`config.mk`:
```
export PLATFORM = sky130hd
export DESIGN_NAME = aes_round_sequencer_flat
export DESIGN_NICKNAME = d
export VERILOG_FILES = /design/src/rtl/aes_seq_pkg.sv /design/src/rtl/aes_round_sequencer_if.sv /design/src/rtl/aes_rcon_gen.sv /design/src/rtl/aes_round_sequencer.sv /design/src/flat_wrapper.sv
export SDC_FILE = /design/constraint.sdc
export NUM_CORES = 1
export LEC_CHECK = 0
export ABC_AREA = 1
export CAP_MARGIN = 20
export CORE_ASPECT_RATIO = 0.7
export CORE_MARGIN = 5
export CORE_UTILIZATION = 30
export CTS_CLUSTER_SIZE = 16
export DETAILED_ROUTE_END_ITERATION = 10
export GPL_TIMING_DRIVEN = 0
export SLEW_MARGIN = 10
export SYNTH_ARGS = -nofsm -noshare
export SYNTH_HDL_FRONTEND = slang
export SYNTH_SLANG_ARGS = --single-unit
```
`constraint.sdc`:
```
create_clock -name clk -period 1.7 [get_ports clk]
set_clock_uncertainty 0.1 [all_clocks]
set_input_delay 0.255 -clock clk [delete_from_list [all_inputs] [get_ports clk]]
set_output_delay 0.255 -clock clk [all_outputs]
set_load 0.01 [all_outputs]
```
`src/rtl/aes_seq_pkg.sv`:
```
// aes_seq_pkg: shared types and constants for the AES round sequencer.
//   - seq_state_e : sequencer states
//   - *_LEN/*_END : dwell lengths and last byte_idx of each state
//   - C3_TAB      : ShiftRows select by byte_idx
//   - xtime       : GF(2^8) multiply-by-2 for the round constant
//   - nr_legal    : legal round counts
//   - mux_sel     : key-schedule mux selects per state
package aes_seq_pkg;

  typedef enum logic [2:0] {
    S_IDLE, S_LOAD, S_B1ST, S_B2ND, S_B3RD, S_NORM, S_SHIF, S_OUT
  } seq_state_e;

  localparam int LOAD_LEN  = 16;
  localparam int B1ST_LEN  = 1;
  localparam int B2ND_LEN  = 2;
  localparam int B3RD_LEN  = 1;
  localparam int NORM_LEN  = 8;
  localparam int SHIF_LEN  = 4;
  localparam int OUT_LEN   = 16;
  localparam int ROUND_LEN = B1ST_LEN + B2ND_LEN + B3RD_LEN + NORM_LEN + SHIF_LEN;

  // byte_idx runs continuously through a round, so each sub-state ends at
  // the cumulative dwell count minus one.
  localparam logic [3:0] LOAD_END = 4'(LOAD_LEN - 1);
  localparam logic [3:0] B1ST_END = 4'(B1ST_LEN - 1);
  localparam logic [3:0] B2ND_END = 4'(B1ST_LEN + B2ND_LEN - 1);
  localparam logic [3:0] B3RD_END = 4'(B1ST_LEN + B2ND_LEN + B3RD_LEN - 1);
  localparam logic [3:0] NORM_END = 4'(B1ST_LEN + B2ND_LEN + B3RD_LEN + NORM_LEN - 1);
  localparam logic [3:0] SHIF_END = 4'(ROUND_LEN - 1);
  localparam logic [3:0] OUT_END  = 4'(OUT_LEN - 1);

  localparam logic [1:0] C3_TAB [0:15] = '{
    2'd2, 2'd1, 2'd0, 2'd3, 2'd2, 2'd1, 2'd1, 2'd3,
    2'd2, 2'd3, 2'd2, 2'd3, 2'd3, 2'd3, 2'd3, 2'd3
  };

  typedef struct packed {
    logic input_sel;
    logic sbox_sel;
    logic last_out_sel;
    logic bit_out_sel;
  } mux_sel_t;

  function automatic logic [7:0] xtime(input logic [7:0] b);
    return {b[6:0], 1'b0} ^ (b[7] ? 8'h1B : 8'h00);
  endfunction

  function automatic bit nr_legal(input int nr);
    return (nr == 10) || (nr == 12) || (nr == 14);
  endfunction

  function automatic logic is_round(input seq_state_e s);
    return (s == S_B1ST) || (s == S_B2ND) || (s == S_B3RD) ||
           (s == S_NORM) || (s == S_SHIF);
  endfunction

  function automatic mux_sel_t mux_sel(input seq_state_e s);
    case (s)
      S_B1ST, S_B2ND: return mux_sel_t'(4'b1101);
      S_B3RD:         return mux_sel_t'(4'b1001);
      S_NORM:         return mux_sel_t'(4'b1011);
      S_SHIF:         return mux_sel_t'(4'b1010);
      default:        return mux_sel_t'(4'b0100);
    endcase
  endfunction

endpackage

```
`src/rtl/aes_round_sequencer_if.sv`:
```
// aes_round_sequencer_if: control bus of the round sequencer.
//   master: drives start/abort, observes status and datapath controls
//   slave : the sequencer
interface aes_round_sequencer_if;
  logic       start, abort;
  logic       in_ready, busy, done;
  logic       out_valid, out_last;
  logic       input_sel, sbox_sel, last_out_sel, bit_out_sel;
  logic       rcon_en;
  logic [7:0] rcon;
  logic       mc_en, pld;
  logic [1:0] c3;
  logic [3:0] round;

  modport master (
    output start, abort,
    input  in_ready, busy, done, out_valid, out_last,
           input_sel, sbox_sel, last_out_sel, bit_out_sel,
           rcon_en, rcon, mc_en, pld, c3, round
  );

  modport slave (
    input  start, abort,
    output in_ready, busy, done, out_valid, out_last,
           input_sel, sbox_sel, last_out_sel, bit_out_sel,
           rcon_en, rcon, mc_en, pld, c3, round
  );
endinterface

```
`src/rtl/aes_rcon_gen.sv`:
```
// aes_rcon_gen: AES round-constant register.
//   clk, rst : clock, async active-high reset (rcon -> 0x01)
//   load     : reload 0x01 (new block)
//   advance  : rcon <= xtime(rcon) (next round)
//   rcon     : current round constant
module aes_rcon_gen
  import aes_seq_pkg::*;
(
  input  logic       clk,
  input  logic       rst,
  input  logic       load,
  input  logic       advance,
  output logic [7:0] rcon
);

  always_ff @(posedge clk or posedge rst) begin
    if (rst)          rcon <= 8'h01;
    else if (load)    rcon <= 8'h01;
    else if (advance) rcon <= xtime(rcon);
  end

endmodule

```
`src/rtl/aes_round_sequencer.sv`:
```
// aes_round_sequencer: byte-serial AES encryption control sequencer.
//   Parameters: NR (10/12/14 rounds), PIPE_LAT (0..4 datapath output latency)
//   clk, rst : clock, async active-high reset
//   bus      : aes_round_sequencer_if.slave -- start/abort in; status,
//              ciphertext strobes and datapath mux/enable controls out.
// A block is LOAD (16) + NR rounds of 16 + OUT (16); the output strobes are
// the OUT-state strobe delayed PIPE_LAT cycles through vld_pipe/last_pipe.
module aes_round_sequencer
  import aes_seq_pkg::*;
#(
  parameter int NR       = 10,
  parameter int PIPE_LAT = 2
) (
  input  logic                  clk,
  input  logic                  rst,
  aes_round_sequencer_if.slave  bus
);

  if (!nr_legal(NR)) begin : g_bad_nr
    $fatal(1, "aes_round_sequencer: NR must be 10, 12 or 14");
  end
  if (PIPE_LAT < 0 || PIPE_LAT > 4) begin : g_bad_lat
    $fatal(1, "aes_round_sequencer: PIPE_LAT must be 0..4");
  end

  localparam logic [3:0] NR_W = 4'(NR);

  seq_state_e          state, state_nx;
  logic [3:0]          byte_idx, byte_nx;
  logic [3:0]          round_q, round_nx;
  logic [1:0]          c3_q;
  logic                pld_q, mc_en_q, done_q;
  logic [PIPE_LAT:0]   vld_pipe, last_pipe;
  logic                in_ready, accept, kill;
  logic [7:0]          rcon;
  mux_sel_t            sel;

  // New blocks wait for the previous block's output strobes to drain, so a
  // held start launches the next block right after done.
  assign in_ready = (state == S_IDLE) && !(|vld_pipe);
  assign accept   = in_ready && bus.start;
  assign kill     = bus.abort && (state != S_IDLE);

  always_comb begin
    state_nx = state;
    round_nx = round_q;
    byte_nx  = byte_idx + 4'd1;  // every state group is 16 long: wraps to 0
    case (state)
      S_IDLE: begin
        byte_nx  = '0;
        round_nx = '0;
        if (accept) state_nx = S_LOAD;
      end
      S_LOAD: if (byte_idx == LOAD_END) begin
        state_nx = S_B1ST;
        round_nx = 4'd1;
      end
      S_B1ST: if (byte_idx == B1ST_END) state_nx = S_B2ND;
      S_B2ND: if (byte_idx == B2ND_END) state_nx = S_B3RD;
      S_B3RD: if (byte_idx == B3RD_END) state_nx = S_NORM;
      S_NORM: if (byte_idx == NORM_END) state_nx = S_SHIF;
      S_SHIF: if (byte_idx == SHIF_END) begin
        if (round_q < NR_W) begin
          state_nx = S_B1ST;
          round_nx = round_q + 4'd1;
        end else begin
          state_nx = S_OUT;
        end
      end
      S_OUT: if (byte_idx == OUT_END) begin
        state_nx = S_IDLE;
        round_nx = '0;
      end
      default: state_nx = S_IDLE;
    endcase
    if (kill) begin
      state_nx = S_IDLE;
      byte_nx  = '0;
      round_nx = '0;
    end
  end

  always_ff @(posedge clk or posedge rst) begin
    if (rst) begin
      state     <= S_IDLE;
      byte_idx  <= '0;
      round_q   <= '0;
      c3_q      <= 2'd3;
      pld_q     <= 1'b0;
      mc_en_q   <= 1'b0;
      vld_pipe  <= '0;
      last_pipe <= '0;
      done_q    <= 1'b0;
    end else begin
      state    <= state_nx;
      byte_idx <= byte_nx;
      round_q  <= round_nx;
      // Registered controls are computed from next-state so they line up
      // with the state/byte_idx they belong to.
      c3_q     <= (state_nx == S_IDLE || state_nx == S_LOAD) ? 2'd3 : C3_TAB[byte_nx];
      pld_q    <= is_round(state_nx) && (byte_nx[1:0] == 2'd3);
      // Final round has no MixColumns.
      mc_en_q  <= is_round(state_nx) && (byte_nx[1:0] != 2'd3) && (round_nx != NR_W);
      if (kill) begin
        vld_pipe  <= '0;
        last_pipe <= '0;
      end else begin
        vld_pipe[0]  <= (state_nx == S_OUT);
        last_pipe[0] <= (state_nx == S_OUT) && (byte_nx == OUT_END);
        for (int k = 1; k <= PIPE_LAT; k++) begin
          vld_pipe[k]  <= vld_pipe[k-1];
          last_pipe[k] <= last_pipe[k-1];
        end
      end
      done_q <= last_pipe[PIPE_LAT] && !kill;
    end
  end

  aes_rcon_gen u_rcon (
    .clk     (clk),
    .rst     (rst),
    .load    (accept),
    .advance ((state == S_SHIF) && (state_nx == S_B1ST)),
    .rcon    (rcon)
  );

  assign sel              = mux_sel(state);
  assign bus.in_ready     = in_ready;
  assign bus.busy         = (state != S_IDLE);
  assign bus.done         = done_q;
  assign bus.out_valid    = vld_pipe[PIPE_LAT];
  assign bus.out_last     = last_pipe[PIPE_LAT];
  assign bus.input_sel    = sel.input_sel;
  assign bus.sbox_sel     = sel.sbox_sel;
  assign bus.last_out_sel = sel.last_out_sel;
  assign bus.bit_out_sel  = sel.bit_out_sel;
  assign bus.rcon_en      = (state == S_B1ST);
  assign bus.rcon         = rcon;
  assign bus.mc_en        = mc_en_q;
  assign bus.pld          = pld_q;
  assign bus.c3           = c3_q;
  assign bus.round        = round_q;

endmodule

```
`src/flat_wrapper.sv`:
```
// flat-port wrapper written by rule: the top's interface ports become plain ports
module aes_round_sequencer_flat import aes_seq_pkg::*;
#(
  parameter int NR       = 10,
  parameter int PIPE_LAT = 2
)
  (clk, rst, bus_start, bus_abort, bus_in_ready, bus_busy, bus_done, bus_out_valid, bus_out_last, bus_input_sel, bus_sbox_sel, bus_last_out_sel, bus_bit_out_sel, bus_rcon_en, bus_rcon, bus_mc_en, bus_pld, bus_c3, bus_round);
  aes_round_sequencer_if bus_i ();
  input  logic clk;
  input  logic rst;
  input wire logic [$bits(bus_i.start)-1:0] bus_start;
  input wire logic [$bits(bus_i.abort)-1:0] bus_abort;
  output wire logic [$bits(bus_i.in_ready)-1:0] bus_in_ready;
  output wire logic [$bits(bus_i.busy)-1:0] bus_busy;
  output wire logic [$bits(bus_i.done)-1:0] bus_done;
  output wire logic [$bits(bus_i.out_valid)-1:0] bus_out_valid;
  output wire logic [$bits(bus_i.out_last)-1:0] bus_out_last;
  output wire logic [$bits(bus_i.input_sel)-1:0] bus_input_sel;
  output wire logic [$bits(bus_i.sbox_sel)-1:0] bus_sbox_sel;
  output wire logic [$bits(bus_i.last_out_sel)-1:0] bus_last_out_sel;
  output wire logic [$bits(bus_i.bit_out_sel)-1:0] bus_bit_out_sel;
  output wire logic [$bits(bus_i.rcon_en)-1:0] bus_rcon_en;
  output wire logic [$bits(bus_i.rcon)-1:0] bus_rcon;
  output wire logic [$bits(bus_i.mc_en)-1:0] bus_mc_en;
  output wire logic [$bits(bus_i.pld)-1:0] bus_pld;
  output wire logic [$bits(bus_i.c3)-1:0] bus_c3;
  output wire logic [$bits(bus_i.round)-1:0] bus_round;
  assign bus_i.start = bus_start;
  assign bus_i.abort = bus_abort;
  assign bus_in_ready = bus_i.in_ready;
  assign bus_busy = bus_i.busy;
  assign bus_done = bus_i.done;
  assign bus_out_valid = bus_i.out_valid;
  assign bus_out_last = bus_i.out_last;
  assign bus_input_sel = bus_i.input_sel;
  assign bus_sbox_sel = bus_i.sbox_sel;
  assign bus_last_out_sel = bus_i.last_out_sel;
  assign bus_bit_out_sel = bus_i.bit_out_sel;
  assign bus_rcon_en = bus_i.rcon_en;
  assign bus_rcon = bus_i.rcon;
  assign bus_mc_en = bus_i.mc_en;
  assign bus_pld = bus_i.pld;
  assign bus_c3 = bus_i.c3;
  assign bus_round = bus_i.round;
  aes_round_sequencer #(.NR(NR), .PIPE_LAT(PIPE_LAT)) u_core (.clk(clk), .rst(rst), .bus(bus_i));
endmodule
```
==> run metrics, run 1 <==
outcome finished with violations; violated checks setup timing; P&R area growth vs syn 54.9%; Setup Slack @ Placement -229 ps; Reg2Reg Depth 14; Yosys warnings 0; placed cells 310; Worst EP required 1780 ps; Syn Std Cell Area 1680 um^2; nets approximately 280; EDFF count, synth 0; clk sinks 30; DRT iter0 DRCs 52; Final period util 1.04; Static Leak 1.24 nW; area taken by multi-input logic gates 996 um^2; CP cell instances buf_6, buf_6, nand2_8, nor2_4, nand2_4, nand2_4, nand2_4, nand3_4, inv_4, buf_6, nor2_4, nand2_2, nand3_2, nor2_1; Max-slew headroom 0.586; synth top area cells dfrtp_1 (40%), nand2_1 (12%), nand3_1 (6.9%), nor2_1 (6.3%), inv_1 (5.4%); CP max FO 5; Synth Area in Compound Gates 0.0343; Hold Crit Class input port to asynchronous set/reset pin; Synth top cells by count nand2_1 (53), nor2_1 (28), dfrtp_1 (27); # IOs 30; largest net degree at the start of global routing 18; H-tree depth 2; Layout Cells excl Fill 340; post-synthesis mux area share 0; Clock Tree Buf Depth 2; Clock Latency Late Sink 280 ps; Synth top area share 0.403; die width 99.4 um; Tightest Pin Transition 621 ps; RePlAce Congestion 0.837; die area 7210 um^2; Vias around 1,500; TritonCTS clock tree yes; register bit total from synthesis 30; fraction of registers with async set/reset 1.00; Net Count, Synth 218; CP Class register to register; I/O Buffers 29; CTS Buf Count 5; global-route wire length before repair about 6700 um; Tmin final 1770 ps; total gr overflow 0; final hold vios 0; crit-path max cell delay 350 ps; top cell type by total area after synthesis dfrtp_1; CP Capture Type register; PD cells 971 nW/um^2; Final Cell Area between 2000 and 3000 um^2; Startpoint Class register; Initial Utilization 0.314; number of max-cap violations 0; layout cell share with drive strength beyond 1 0.373; DR vias/cell 4.55; Post-DP HPWL 2770 um; Worst Path Arrival 1850 ps; xor/xnor share of the synthesized area 0.0209; Tot GR Track Use 0.115; Final Util 0.487; Setup violations, final 13; drt wl/cell 12.5 um; worst vdd ir around 0.00045 V; antenna cells 0; first drt pass iteration count 4; Synth Area in Adders 0.0447; RSZ-0062 raised after global routing yes; count leader, synth nand2_1; initial antenna violation count 0; simple-gate area share of the yosys netlist 0.365; CP max-delay cell dfrtp_1; largest family of logic cells by synthesized area simple AND/OR/NAND/NOR gates; synthesized area per cell 8.07 um^2; DRC Markers 0; DP Area 2090 um^2; vias in the first global route 1,405; clock-pin slew on the worst setup and hold paths 70 ps; ys flop type dfrtp_1; CORE AREA 5340 um^2; FILL cells 497; final wirelength 4250 um; FF/Latch Area 756 um^2; Synth cell types 28; FP Rows 22; die height 72.6 um; worst setup margin -70.5 ps; hold bufs inserted after CTS 0; Root Driver clkbuf_8; register area share after synthesis 0.450; Post-Syn Instances 208; Final ANT Viol Nets 0; Power, Total 2.52 mW; Fmax 565 MHz; Slew Viols, Final 0
-- placed cells by master (no fill, tap or decap), types with 2 or more instances in the layout --
master           Yosys  layout
inv_1               24      20
nand3_2              3       4
inv_4                1       5
nor2_2               1       4
a21oi_1              4       3
buf_2                0       3
dlymetal6s2s_1       0       2
dfrtp_1             27      26
ha_1                 6       4
clkdlybuf4s50_1      0      19
dlygate4sd2_1        0       2
clkbuf_1             1       2
nor2_1              28      20
nand2_1             53      36
nand4_1              3       3
nand3_1             23      19
nor2_4               1       6
nand3_4              2       5
buf_4                0      16
nand2_2              2      13
o21ai_0              5       4
buf_6                2       9
xor2_1               4       4
ha_4                 0       2
nand3b_1             2       2
nand2_8              0       2
clkbuf_8             0       6
dfstp_2              3       3
nand2_4              3       7
inv_2                4       3
inv_8                0       2
-- flip-flops by register name (all words and copies together) (netlist names) --
signal,count
u_core.vld_pipe,3
u_core.state,3
u_core.byte_idx,4
u_core.bus.done,1
u_core.bus.mc_en,1
u_core.bus.pld,1
u_core.last_pipe,3
u_core.bus.c3,2
u_core.bus.round,4
u_core.u_rcon.rcon,8
-- cell families (layout without fill, tap and decap cells) --
| kind of cell | after synthesis | count (layout) |
|---|---|---|
| AO/OA/AOI/OAI | 11 | 11 |
| flip-flops | 30 | 30 |
| adder cells (fa/ha/maj) | 6 | 6 |
| XOR/XNOR | 4 | 4 |
| AND/OR/NAND/NOR | 124 | 124 |
| buffers and inverters | 33 | 93 |
-- final timing paths --
path | to | slack, ps | from
max | u_core.bus.mc_en$_DFF_PP0_ | -70 | u_core.state[1]$_DFF_PP0_
max reg2reg | u_core.bus.mc_en$_DFF_PP0_ | -70 | u_core.state[1]$_DFF_PP0_
min | u_core.u_rcon.rcon[1]$_DFFE_PP0P_ | 240 | rst
min in group clk | u_core.last_pipe[2]$_DFF_PP0_ | 370 | u_core.last_pipe[1]$_DFF_PP0_
max in group asynchronous | u_core.u_rcon.rcon[0]$_DFFE_PP1P_ | 680 | rst
min reg2reg | u_core.last_pipe[2]$_DFF_PP0_ | 370 | u_core.last_pipe[1]$_DFF_PP0_
-- area by class of cell --
| type | instances | share of cell area |
|---|---|---|
| multi-input cells | 145 | 0.383 |
| flip-flops and latches | 30 | 0.291 |
| repair buffers | 52 | 0.192 |
| inverters | 30 | 0.0539 |
| well taps | 72 | 0.0347 |
| clock buffers | 7 | 0.0332 |
| plain buffers | 3 | 0.0101 |
| clock inverters | 1 | 0.00193 |
-- per-layer routing --
| metal | routed length [um] | up-vias | GRT usage |
|---|---|---|---|
| li1 | - | 776 | - |
| met1 | 1950 | 735 | 0.157 |
| met2 | 2040 | 31 | 0.182 |
| met3 | 238 | 4 | 0.0372 |
| met4 | 16 | 0 | 0.0227 |
| met5 | 0 | - | 0 |
-- power by group --
part | leakage (nW) | internal (mW) | switching [mW]
clock network | 0.0482 | 0.326 | 0.276
registers | 0.401 | 0.801 | 0.0921
logic | 0.789 | 0.482 | 0.547
-- metrics by stage --
step	hold slack, ps	setup TNS, ps
after floorplan	244	0
after CTS	261	-318
final	245	-556
after global placement	354	-3230
after global routing	292	-2400
after detailed placement	360	-2630
-- worst max-delay path: cells and delay by family, from the launching register on --
family	cells	cell delay [ps]
buf+inv	4	440
flops	1	350
simple gates	10	780
-- repair_timing --
action	in CTS	in global routing
endpoints found under the setup margin	23	21
cloned	0	0
pin swaps	8	25
gates resized for setup	51	51
setup buffers	14	8
No activity file was read; power rests on OpenSTA's default activity.
==> run 2: changes to the inputs <==
SKIP_LAST_GASP = 1   (was not set)
==> run 2 against run 1 <==
The flow still finishes with violations (setup timing). Setup slack improved by 16 ps. Non-clock buffer count shrank 2. Cell area is 2.1% lower. Wire length fell by 1.3%. Critical path depth down 1. Total power decreased by 2.1%. Core utilization fell by 1.0 points. Die area stayed put. First-iteration DRC count stayed put. Register-to-register slack improved by 20 ps. Critical path type unchanged. Critical endpoint unchanged. Largest cell class unchanged. Largest power group unchanged.
==> run metrics, run 2 (synthesis results as in run 1) <==
internal power 1.57 mW (-2.1%); P&R area growth vs syn 51.7%; # IOs 30 (unchanged); clk sinks 30 (unchanged); Slew Viols, Final 0 (unchanged); Switching Power 897 uW (-2.0%); number of max-cap violations 0 (unchanged); Vias 1,520 (-1.7%); CORE AREA 5340 um^2 (unchanged); FILL cells 496 (-0.20%); Reg2Reg Setup Slack -50 ps (+20 ps); Clk network pwr share 0.240 (+0.002); total gr overflow 0 (unchanged); CP Class register to register; Hold Crit Class input port to asynchronous set/reset pin; CTS Buf Count 5 (unchanged); Tightest Pin Transition 615 ps (-5.90 ps); Comb power frac 0.393 (-0.015); Reg2Reg Depth 13 (-1); violated checks setup timing; final hold vios 0 (unchanged); PD cells 971 nW/um^2 (about the same); DR vias/cell 4.50 (-1.1%); Worst EP required 1770 ps (about the same); drt wl/cell 12.4 um (-0.76%); Worst Path Arrival 1830 ps (-20 ps); DRC Markers 0 (unchanged); max reg flops 8 (unchanged); vias in the first global route 1,403 (-0.14%); most frequent cells in the layout nand2_1 (37), dfrtp_1 (26), inv_1 (21), nor2_1 (20), clkdlybuf4s50_1 (19); Final period util 1.03 (-0.00940); worst setup margin -54.5 ps (+16.0 ps); TritonCTS clock tree yes; Startpoint Class register; worst vdd ir 0.000463 V (+1.8%); FP Rows 22 (unchanged); initial antenna violation count 0 (unchanged); outcome finished with violations; nets 275 (-0.72%); most common cell after layout, fill and taps aside nand2_1; Tot GR Track Use 0.115 (-0.000409); clock-pin slew on the worst setup and hold paths 70 ps (about the same); layout cell share with drive strength beyond 1 0.357 (-0.0160); Clock Latency Late Sink 280 ps (about the same); setup_tns -434 ps (+122 ps); Tmin final 1750 ps (-16.0 ps); global-route wire length before repair 6620 um (-0.51%); hold bufs inserted after CTS 0 (unchanged); hold_ws 246 ps (+1.27 ps); Clock Tree Buf Depth 2 (unchanged); first drt pass iteration count 7 (+3); Final ANT Viol Nets 0 (unchanged); Static Leak 1.23 nW (-0.88%); RSZ-0062 raised after global routing yes; antenna cells 0 (unchanged); largest net degree at the start of global routing 18 (unchanged); Initial Utilization 0.314 (unchanged); Post-DP HPWL 2770 um (unchanged); worst r2r dst u_core.bus.mc_en$_DFF_PP0_; Root Driver clkbuf_8; CP max FO 5 (unchanged); I/O Buffers 29 (unchanged); die height 72.6 um (unchanged); Setup violations, final 12 (-1); CP Capture Type register; RePlAce Congestion 0.837 (unchanged); Final Util 0.477 (-0.0101); die area 7210 um^2 (unchanged); reg2reg start u_core.state[2]$_DFF_PP0_; DRT iter0 DRCs 52 (unchanged); Net Sw Frac 0.363 (about the same); final wirelength 4190 um (-1.3%); H-tree depth 2 (unchanged); Max-slew headroom 0.590 (+0.00394); Largest Register u_core.u_rcon.rcon; Fmax 570 MHz (+0.91%); Seq pwr share 0.366 (+0.012); die width 99.4 um (unchanged)
[run 2: worst max path at each step]
stage,start,end,depth (start not counted)
final,u_core.state[2]$_DFF_PP0_,u_core.bus.mc_en$_DFF_PP0_,13
after global routing,u_core.byte_idx[3]$_DFF_PP0_,u_core.bus.mc_en$_DFF_PP0_,11
after CTS,u_core.state[2]$_DFF_PP0_,bus_input_sel,6
after detailed placement,bus_abort,u_core.bus.mc_en$_DFF_PP0_,8
after global placement,bus_abort,u_core.bus.mc_en$_DFF_PP0_,8
after floorplan,u_core.byte_idx[1]$_DFF_PP0_,u_core.u_rcon.rcon[7]$_DFFE_PP0P_,12
[run 2: area by class of cell]
cell class,instances,area [um^2],area share
tap,72,90.1,0.0354
sequential,30,756,0.297
clock inverter,1,5.00,0.00197
inverter,30,133,0.0521
clock buffer,7,86.3,0.0339
multi-input combinational,145,986,0.387
timing repair buffer,50,463,0.182
buffer,3,26.3,0.0103
[run 2: repair_timing]
item / in CTS / in global routing
pin swaps: 8 / 25
setup endpoints to repair: 23 / 23
resized for setup: 43 / 49
buffers inserted: 14 / 6
[run 2: routing by layer]
metal / vias to the layer above / track usage / share of wire
met5: - / 0 / 0
met1: 720 / 0.155 / 0.47
met3: 2 / 0.0372 / 0.050
met4: 0 / 0.0227 / 0.0024
met2: 28 / 0.182 / 0.48
li1: 770 / - / -
[run 2: power groups by stage]
stage	logic [mW]	clock network (mW)	registers, mW
floorplan	0.407	0	0.910
global placement	0.708	0	0.893
detailed placement	0.718	0	0.895
CTS	0.845	0.606	0.889
global route	1.07	0.649	0.922
finish	0.972	0.594	0.906
[run 2: critical path, stage by stage (launching register included)]
cell and delay (ps):
dfrtp_1 370, buf_6 150, buf_4 140, buf_6 120, nor2_4 100, nand2_1 60, nand2_1 70, nor2_1 50
nand2_1 80, nand2_2 90, nor2_4 90, nand2_2 80, nand3_2 80, nor2_1 50
[run 2: per-stage QoR]
| step | power (mW) | cell area (um^2) | setup WS, ps | std cells |
|---|---|---|---|---|
| 6_report | 2.47 | 2540 | -54.5 | 338 |
| 4_1_cts | 2.34 | 2370 | -103 | 332 |
| 5_1_grt | 2.64 | 2540 | -187 | 338 |
| 2_1_floorplan | 1.32 | 1680 | 50.1 | 208 |
| 3_3_place_gp | 1.60 | 2060 | -235 | 309 |
| 3_5_place_dp | 1.61 | 2090 | -229 | 310 |
